--- src/rtl/sparc_ifu_thrreq4_if.sv ---
// Requester <-> LRU fetch arbiter bundle: request/speculative vectors out,
// combinational one-hot grant back, registered LRU update feedback out.
interface sparc_ifu_thrreq4_if;
  logic [3:0] req_vec;
  logic [3:0] spec_vec;
  logic       use_spec;
  logic [3:0] grant_vec;
  logic [3:0] recent_vec;
  logic       load_recent;

  // Handshake: a grant is taken only when grant_vec is one-hot and lands on a
  // thread that the requester currently presents as eligible (REQ when
  // use_spec=0, SPEC when use_spec=1); load_recent/recent_vec follow one cycle
  // later as the acknowledgement, and a stray grant bit is simply dropped.
  modport master (
    output req_vec, spec_vec, use_spec, recent_vec, load_recent,
    input  grant_vec
  );

  modport slave (
    input  req_vec, spec_vec, use_spec, recent_vec, load_recent,
    output grant_vec
  );
endinterface

--- src/rtl/sparc_ifu_thrreq4.sv ---
// Four per-thread fetch request FSMs feeding the IFU LRU arbiter.
// Optional watchdog on outstanding fetches: define IFU_THRREQ_TIMEOUT_EN.
module sparc_ifu_thrreq4 #(
  parameter int TO_W     = 8,
  parameter int TO_LIMIT = 200
) (
  input  logic                        clk,
  input  logic                        arst_l,
  input  logic [3:0]                  thr_rdy,
  input  logic [3:0]                  thr_kill,
  input  logic                        cmp_vld,
  input  logic [1:0]                  cmp_tid,
  input  logic                        cmp_early,
  sparc_ifu_thrreq4_if.master         arb,
  output logic                        fetch_vld,
  output logic [1:0]                  fetch_tid,
  output logic [3:0]                  busy,
  output logic [3:0]                  timeout_err,
  output logic [7:0]                  state_dbg
);

  typedef enum logic [1:0] {
    IDLE  = 2'b00,
    REQ   = 2'b01,
    OUTST = 2'b10,
    SPEC  = 2'b11
  } thr_state_e;

  if (TO_LIMIT >= (2 ** TO_W)) begin : g_bad_limit
    $error("TO_LIMIT must be below 2**TO_W");
  end

  thr_state_e st_q [4];
  thr_state_e st_d [4];
  logic [3:0] launch;
  logic [3:0] to_hit;
  logic       grant_onehot;

  assign grant_onehot = (arb.grant_vec != 4'b0000) &&
                        ((arb.grant_vec & (arb.grant_vec - 4'd1)) == 4'b0000);

  always_comb begin
    for (int t = 0; t < 4; t++) begin
      logic acc;
      logic cmp_hit;
      logic early_hit;
      st_d[t]   = st_q[t];
      launch[t] = 1'b0;
      cmp_hit   = cmp_vld && (cmp_tid == 2'(t));
      early_hit = cmp_early && (cmp_tid == 2'(t));
      acc = grant_onehot && arb.grant_vec[t] &&
            (((st_q[t] == REQ) && !arb.use_spec) ||
             ((st_q[t] == SPEC) && arb.use_spec));
      if (thr_kill[t]) begin
        st_d[t] = IDLE;
      end else if (to_hit[t]) begin
        st_d[t] = IDLE;
      end else begin
        unique case (st_q[t])
          IDLE: if (thr_rdy[t]) st_d[t] = REQ;
          REQ: begin
            if (acc) begin
              st_d[t]   = OUTST;
              launch[t] = 1'b1;
            end
          end
          OUTST: begin
            if (cmp_hit)        st_d[t] = thr_rdy[t] ? REQ : IDLE;
            else if (early_hit) st_d[t] = SPEC;
          end
          SPEC: begin
            // A back-to-back grant swallows a same-cycle completion for t.
            if (acc) begin
              st_d[t]   = OUTST;
              launch[t] = 1'b1;
            end else if (cmp_hit) begin
              st_d[t] = thr_rdy[t] ? REQ : IDLE;
            end
          end
          default: st_d[t] = IDLE;
        endcase
      end
    end
  end

  always_ff @(posedge clk or negedge arst_l) begin
    if (!arst_l) begin
      for (int t = 0; t < 4; t++) st_q[t] <= IDLE;
      arb.req_vec     <= 4'b0000;
      arb.spec_vec    <= 4'b0000;
      arb.use_spec    <= 1'b0;
      arb.recent_vec  <= 4'b0000;
      arb.load_recent <= 1'b0;
      fetch_vld       <= 1'b0;
      fetch_tid       <= 2'd0;
      busy            <= 4'b0000;
    end else begin
      logic [3:0] req_n;
      logic [3:0] spec_n;
      for (int t = 0; t < 4; t++) begin
        st_q[t]  <= st_d[t];
        req_n[t]  = (st_d[t] == REQ);
        spec_n[t] = (st_d[t] == SPEC);
        busy[t]  <= (st_d[t] != IDLE);
      end
      arb.req_vec     <= req_n;
      arb.spec_vec    <= spec_n;
      arb.use_spec    <= (req_n == 4'b0000) && (spec_n != 4'b0000);
      arb.recent_vec  <= launch;
      arb.load_recent <= |launch;
      fetch_vld       <= |launch;
      fetch_tid       <= {launch[2] | launch[3], launch[1] | launch[3]};
    end
  end

  always_comb begin
    state_dbg = 8'h00;
    for (int t = 0; t < 4; t++) state_dbg[2*t +: 2] = st_q[t];
  end

`ifdef IFU_THRREQ_TIMEOUT_EN
  logic [TO_W-1:0] to_cnt_q [4];
  logic [3:0]      to_err_q;

  always_comb begin
    for (int t = 0; t < 4; t++) begin
      to_hit[t] = ((st_q[t] == OUTST) || (st_q[t] == SPEC)) &&
                  (to_cnt_q[t] == TO_W'(TO_LIMIT - 1));
    end
  end

  always_ff @(posedge clk or negedge arst_l) begin
    if (!arst_l) begin
      for (int t = 0; t < 4; t++) to_cnt_q[t] <= '0;
      to_err_q <= 4'b0000;
    end else begin
      for (int t = 0; t < 4; t++) begin
        if ((st_d[t] == OUTST) && (st_q[t] != OUTST))
          to_cnt_q[t] <= '0;
        else if (((st_q[t] == OUTST) || (st_q[t] == SPEC)) && (to_cnt_q[t] != '1))
          to_cnt_q[t] <= to_cnt_q[t] + 1'b1;
      end
      to_err_q <= to_err_q | (to_hit & ~thr_kill);
    end
  end

  assign timeout_err = to_err_q;
`else
  assign to_hit      = 4'b0000;
  assign timeout_err = 4'b0000;
`endif

endmodule
--- src/flat_wrapper.sv ---
// flat-port wrapper written by rule: the top's interface ports become plain ports
module sparc_ifu_thrreq4_flat 
#(
  parameter int TO_W     = 8,
  parameter int TO_LIMIT = 200
)
  (clk, arst_l, thr_rdy, thr_kill, cmp_vld, cmp_tid, cmp_early, fetch_vld, fetch_tid, busy, timeout_err, state_dbg, arb_req_vec, arb_spec_vec, arb_use_spec, arb_recent_vec, arb_load_recent, arb_grant_vec);
  sparc_ifu_thrreq4_if arb_i ();
  input  logic clk;
  input  logic arst_l;
  input  logic [3:0] thr_rdy;
  input  logic [3:0] thr_kill;
  input  logic cmp_vld;
  input  logic [1:0] cmp_tid;
  input  logic cmp_early;
  output logic fetch_vld;
  output logic [1:0] fetch_tid;
  output logic [3:0] busy;
  output logic [3:0] timeout_err;
  output logic [7:0] state_dbg;
  output wire logic [$bits(arb_i.req_vec)-1:0] arb_req_vec;
  output wire logic [$bits(arb_i.spec_vec)-1:0] arb_spec_vec;
  output wire logic [$bits(arb_i.use_spec)-1:0] arb_use_spec;
  output wire logic [$bits(arb_i.recent_vec)-1:0] arb_recent_vec;
  output wire logic [$bits(arb_i.load_recent)-1:0] arb_load_recent;
  input wire logic [$bits(arb_i.grant_vec)-1:0] arb_grant_vec;
  assign arb_req_vec = arb_i.req_vec;
  assign arb_spec_vec = arb_i.spec_vec;
  assign arb_use_spec = arb_i.use_spec;
  assign arb_recent_vec = arb_i.recent_vec;
  assign arb_load_recent = arb_i.load_recent;
  assign arb_i.grant_vec = arb_grant_vec;
  sparc_ifu_thrreq4 #(.TO_W(TO_W), .TO_LIMIT(TO_LIMIT)) u_core (.clk(clk), .arst_l(arst_l), .thr_rdy(thr_rdy), .thr_kill(thr_kill), .cmp_vld(cmp_vld), .cmp_tid(cmp_tid), .cmp_early(cmp_early), .arb(arb_i), .fetch_vld(fetch_vld), .fetch_tid(fetch_tid), .busy(busy), .timeout_err(timeout_err), .state_dbg(state_dbg));
endmodule
--- config.mk ---
export PLATFORM = sky130hd
export DESIGN_NAME = sparc_ifu_thrreq4_flat
export DESIGN_NICKNAME = d
export VERILOG_FILES = /design/src/rtl/sparc_ifu_thrreq4_if.sv /design/src/rtl/sparc_ifu_thrreq4.sv /design/src/flat_wrapper.sv
export SDC_FILE = /design/constraint.sdc
export NUM_CORES = 1
export LEC_CHECK = 0
export BUFFER_PORTS_ARGS = -buffer_cell sky130_fd_sc_hd__buf_2
export CORE_ASPECT_RATIO = 1.2
export CORE_MARGIN = 8
export CORE_UTILIZATION = 43
export CTS_CLUSTER_DIAMETER = 80
export DETAILED_ROUTE_END_ITERATION = 6
export MAX_ROUTING_LAYER = met4
export PLACE_DENSITY_LB_ADDON = 0.08
export SYNTH_ARGS = -nofsm -noshare
export SYNTH_HDL_FRONTEND = slang
export SYNTH_SLANG_ARGS = --single-unit
--- constraint.sdc ---
create_clock -name clk -period 1.71 [get_ports clk]
set_clock_uncertainty 0.1 [all_clocks]
set_input_delay 0.171 -clock clk [delete_from_list [all_inputs] [get_ports clk]]
set_output_delay 0.171 -clock clk [all_outputs]
set_load 0.01 [all_outputs]
# == Word level (Yosys, flattened, before mapping) ==
# Index checks and enable logic that the tools add are counted.
# Widths: inputs -> output; s select.
# word_totals
ff_bits,28
word_cells,135
input_bits,18
output_inout_bits,33
# op_classes
bitwise_logic,3
reduce_logical,49
mux,48
add_sub_neg,1
n_eq_ne,23
# ops
cell,count
$mux 2,28
$pmux 2 s4,4
$eq 2x2->1 const B,14
$logic_and 1x1->1,26
$eq 2x1->1 const B,9
$mux 1,16
$logic_not 2->1,5
$logic_not 4->1,2
$reduce_bool 2->1,4
$reduce_bool 4->1,2
$reduce_or 2->1,4
$and 4x4->4,1
$logic_or 1x1->1,4
$reduce_or 4->1,1
$sub 4x1->4 const B,1
$or 1x1->1,2
$logic_not 1->1,1

# == Depth between registers and ports, before layout ==
# logic_depth
ltp_word,12
depth_mapped,6
mapped_depth_nobuf,6

# == Worst setup path before layout ==
# OpenSTA, ideal clock, no wires.
# synth_timing
kind,register to register
start,register u_core.arb.use_spec
end,register u_core.arb.use_spec
slack_ns,0.000
arrival_time_ns,1.523
path_buffers,0
synth_period_minus_slack_ns,1.710
path_stages_with_launch,6
cell_sequence,dfrtp_1 xor2_1 or4_4 nand3_2 o22ai_1 a211oi_2
# synth_via
elab_chain_len,10
word_cells_on_any_way,44
# synth_rtl
element,line,source
from (decl),sparc_ifu_thrreq4_if.sv:16,"output req_vec, spec_vec, use_spec, recent_vec, load_recent,"
from (signal assigned),sparc_ifu_thrreq4.sv:108,arb.use_spec <= (req_n == 4'b0000) && (spec_n != 4'b0000);
$logic_not 1->1,sparc_ifu_thrreq4.sv:52,(((st_q[t] == REQ) && !arb.use_spec) ||
$logic_and 1x1->1,sparc_ifu_thrreq4.sv:52,
$logic_or 1x1->1,sparc_ifu_thrreq4.sv:52,
$logic_and 1x1->1,sparc_ifu_thrreq4.sv:51,acc = grant_onehot && arb.grant_vec[t] &&
$mux 2 (on tied branches),"sparc_ifu_thrreq4.sv:73, sparc_ifu_thrreq4.sv:62",
$pmux 2 s4,sparc_ifu_thrreq4.sv:59,unique case (st_q[t])
$mux 2,sparc_ifu_thrreq4.sv:54,if (thr_kill[t]) begin
$eq 2x1->1 / $eq 2x2->1 (equally long branches),"sparc_ifu_thrreq4.sv:102, sparc_ifu_thrreq4.sv:103",
$logic_not 4->1 / $reduce_bool 4->1 (equally long branches),sparc_ifu_thrreq4.sv:108,
$logic_and 1x1->1 *,sparc_ifu_thrreq4.sv:108,
# Every way passes the cells marked *; elsewhere a longest branch is shown, timed or not.

# == Worst setup path after layout ==
# layout_timing
start,register u_core.st_q (netlist bit u_core.state_dbg[5])
end,register u_core.arb.load_recent
# layout_via
elab_chain_len,8
word_cells_on_any_way,11
# layout_rtl
element,line,source
from (decl),sparc_ifu_thrreq4.sv:33,thr_state_e st_q [4];
"from (signal, indexed assignment)",sparc_ifu_thrreq4.sv:101,st_q[t] <= st_d[t];
$eq 2x1->1 / $eq 2x2->1 (equally long branches),"sparc_ifu_thrreq4.sv:52, sparc_ifu_thrreq4.sv:59, sparc_ifu_thrreq4.sv:53",
$logic_and 1x1->1 (on tied branches),"sparc_ifu_thrreq4.sv:52, sparc_ifu_thrreq4.sv:53",
$logic_or 1x1->1,sparc_ifu_thrreq4.sv:52,
$logic_and 1x1->1,sparc_ifu_thrreq4.sv:51,
$mux 1,"sparc_ifu_thrreq4.sv:62, sparc_ifu_thrreq4.sv:73",
$mux 1 *,-,
$mux 1 *,sparc_ifu_thrreq4.sv:54,
named net u_core.launch[2],sparc_ifu_thrreq4.sv:35,logic [3:0] launch;
$reduce_or 4->1 *,sparc_ifu_thrreq4.sv:110,arb.load_recent <= |launch;
to (signal assigned),sparc_ifu_thrreq4.sv:110,
to (decl),sparc_ifu_thrreq4_if.sv:16,
# The timed path passes the listed nets; every way through them passes the cells marked *.

==> reports/results.tsv <==
metric	value	unit
power	1350	uW
drive_gt1_frac	0.436	
clock_latency	330	ps
worst_r2r_endpoint	u_core.arb.load_recent$_DFF_PN0_	
slew_headroom	0.585	
setup_violations	0	
drtAntennaViolNets	0	
stdcell_area	1740	um^2
drtIter0Drc	26	
synth-seq-cells	28	
instances_no_fill	215	
routedWlPerCell	15.7	um
area_growth	35.5	%
drt_pass1_iterations	4	
hp-class	in -> reg	
port_buffers	46	
switchingPower	332	uW
avgViaCountPerCell	4.99	
r2r_start	u_core.state_dbg[5]$_DFF_PN0_	
dpl.hpwl	2570	um
die_x	65.9	um
critPathCaptureType	flip-flop	
pin_count	51	
crit_type	reg -> reg	
htree_levels	1	
rsz0062_at_grt	true	
cts_tree	built	
period_share	0.961	
routed_wl	3380	um
cts-buffers-inserted	3	
power_frac_comb	0.154	
power_density	775	nW/um^2
slowest_delay	480	ps
r2r_setup_slack	70	ps
clk_pin_slew	150	ps
initial_core_util	0.457	
placedCellCount	206	
clk_path_buf_depth	2	
critPathCapture	u_core.arb.load_recent$_DFF_PN0_	
crit_required	1840	ps
grt_pass1_wl	5730	um
clkPwrFrac	0.323	
synthCells	120	
min_period	1640	ps
synth_area	1290	um^2
drc	0	
grt_pass1_vias	1167	
core	2810	um^2
die_h	75.9	um
track_usage	0.145	
worstMarginPinSlew	614	ps
hold_viol	0	
critPathLaunchType	flip-flop	
status	finished, final reports clean	
place_congestion	0.868	
cts_sinks	28	
yosys_warnings	0	
drv_cap	0	
vdd_ir_drop_max	0.588	mV
root_buffer	clkbuf_4	
fmax	0.609	GHz
antenna_found_initial	0	
ys_seq_area_frac	0.545	
leakage	0.000945	uW
maxSlewViolCount	0	
postPlaceCellArea	1590	um^2
crit_arrival	1770	ps
ys_types	36	
synth.avg_cell_area	10.7	um^2
seq_power_share	0.523	
overflow	0	
n_antenna_cell	0	
row_count	21	
grt_max_degree	29	
cp_slowest_cell	dfrtp_2	
vias	1073	
r2r_cells	6	
nNetsFinal	200	
path_cells	xor2_1 > nor4_2 > buf_4 > nand2b_1 > inv_1 > or3_1	
intPower	1020	uW
holdWs	27.3	ps
crit_start	u_core.state_dbg[5]$_DFF_PN0_	
crit_fanout	6	
dieArea	5000	um^2
swShare	0.246	
metal layers:
| metal | global-route usage | share of wire | vias to the layer above |
|---|---|---|---|
| met5 | - | 0 | - |
| li1 | - | - | 530 |
| met1 | 0.161 | 0.38 | 503 |
| met4 | 0.0394 | 0.010 | 0 |
| met3 | 0.0309 | 0.061 | 5 |
| met2 | 0.252 | 0.55 | 35 |
final cells by class:
type	instances	area, um^2
inverter	13	48.8
fill	231	1070
clock buffer	3	22.5
sequential	28	704
multi-input combinational	77	557
clock inverter	1	30.0
timing repair buffer	59	338
tap	34	42.5
cell families after synthesis:
family                 count (synthesis)  share of synthesized area
AO/OA/AOI/OAI                         15                      0.104
XOR/XNOR                               4                     0.0272
other                                  1                    0.00292
flip-flops                            28                      0.545
buffers and inverters                 18                     0.0671
AND/OR/NAND/NOR                       54                      0.254
power by group through the flow:
stage               Sequential, uW  Combinational (uW)  Clock [uW]
floorplan                      732                81.7           0
global route                   710                 231         467
detailed placement             718                 192           0
global placement               718                 190           0
finish                         706                 208         436
CTS                            706                 202         441
flip-flops by register name (all words and copies together), names as in the netlist:
name	count
u_core.state_dbg	8
u_core.arb.load_recent	1
u_core.arb.use_spec	1
u_core.busy	4
u_core.fetch_tid	2
u_core.arb.spec_vec	4
u_core.arb.req_vec	4
u_core.arb.recent_vec	4
per-stage QoR:
step / setup WS, ps / util / setup TNS [ps]
2_1_floorplan: 0.161 / - / 0
3_3_place_gp: 88.1 / 0.567 / 0
3_5_place_dp: 52.0 / 0.567 / 0
4_1_cts: 29.4 / 0.599 / 0
5_1_grt: -16.1 / 0.620 / -16.7
6_report: 67.2 / 0.620 / 0
cell usage after synthesis (all sizes together):
library cell,instances,area share
a211oi,1,0.0097
a21oi,2,0.0078
a2bb2o,1,0.016
a2bb2oi,1,0.012
a311oi,2,0.014
and2,2,0.0097
and3b,1,0.0068
buf,5,0.029
conb,1,0.0029
dfrtp,28,0.54
inv,13,0.038
nand2,5,0.015
nand2b,4,0.019
nand3,7,0.031
nand3b,2,0.012
nand4,1,0.0049
nor2,12,0.035
nor2b,1,0.0049
nor3,4,0.016
nor3b,4,0.023
nor4,2,0.021
nor4b,2,0.014
o21ai,2,0.0078
o22ai,2,0.0097
o311a,1,0.0078
o311ai,3,0.020
or2,2,0.0097
or3,2,0.0097
or3b,2,0.014
or4,1,0.0088
xnor2,2,0.014
xor2,2,0.014
what timing repair did:
action / in CTS / in global routing
setup buffers: 0 / 1
setup endpoints to repair: 0 / 3
hold buffers: 4 / 0
gates resized for setup: 0 / 11
hold endpoints to repair: 34 / 0
critical path, delay by kind of cell (launching register included):
family,cells,cell delay (ps)
and+or+nand+nor,3,550
DFF,1,480
buffers and inverters,2,220
xor gates and xnor gates,1,190
worst min-delay path by stage:
| stage | startpoint | endpoint | slack [ps] | depth (start not counted) |
|---|---|---|---|---|
| 6_report | arb_grant_vec[1] | u_core.arb.recent_vec[1]$_DFF_PN0_ | 30 | 3 |
| 5_1_grt | arb_grant_vec[1] | u_core.arb.recent_vec[1]$_DFF_PN0_ | 40 | 3 |
| 4_1_cts | arb_grant_vec[2] | u_core.arb.recent_vec[0]$_DFF_PN0_ | 80 | 3 |
| 3_5_place_dp | arst_l | u_core.state_dbg[0]$_DFF_PN0_ | 120 | 1 |
| 3_3_place_gp | arst_l | u_core.state_dbg[0]$_DFF_PN0_ | 110 | 1 |
| 2_1_floorplan | arst_l | u_core.arb.load_recent$_DFF_PN0_ | -220 | 0 |
cell usage in the layout, fill, tap and decap left out, types with 3 or more instances in the layout:
| master | n |
|---|---|
| nand2b_1 | 4 |
| nand2_1 | 4 |
| nor3b_1 | 4 |
| dfrtp_1 | 25 |
| clkbuf_4 | 3 |
| nor2_1 | 12 |
| buf_4 | 9 |
| nor3_1 | 4 |
| o311ai_0 | 3 |
| nand3_1 | 4 |
| buf_2 | 46 |
| inv_1 | 12 |
| dfrtp_2 | 3 |
| conb_1 | 4 |
| dlygate4sd3_1 | 4 |
No activity file was read; power rests on OpenSTA's default activity.
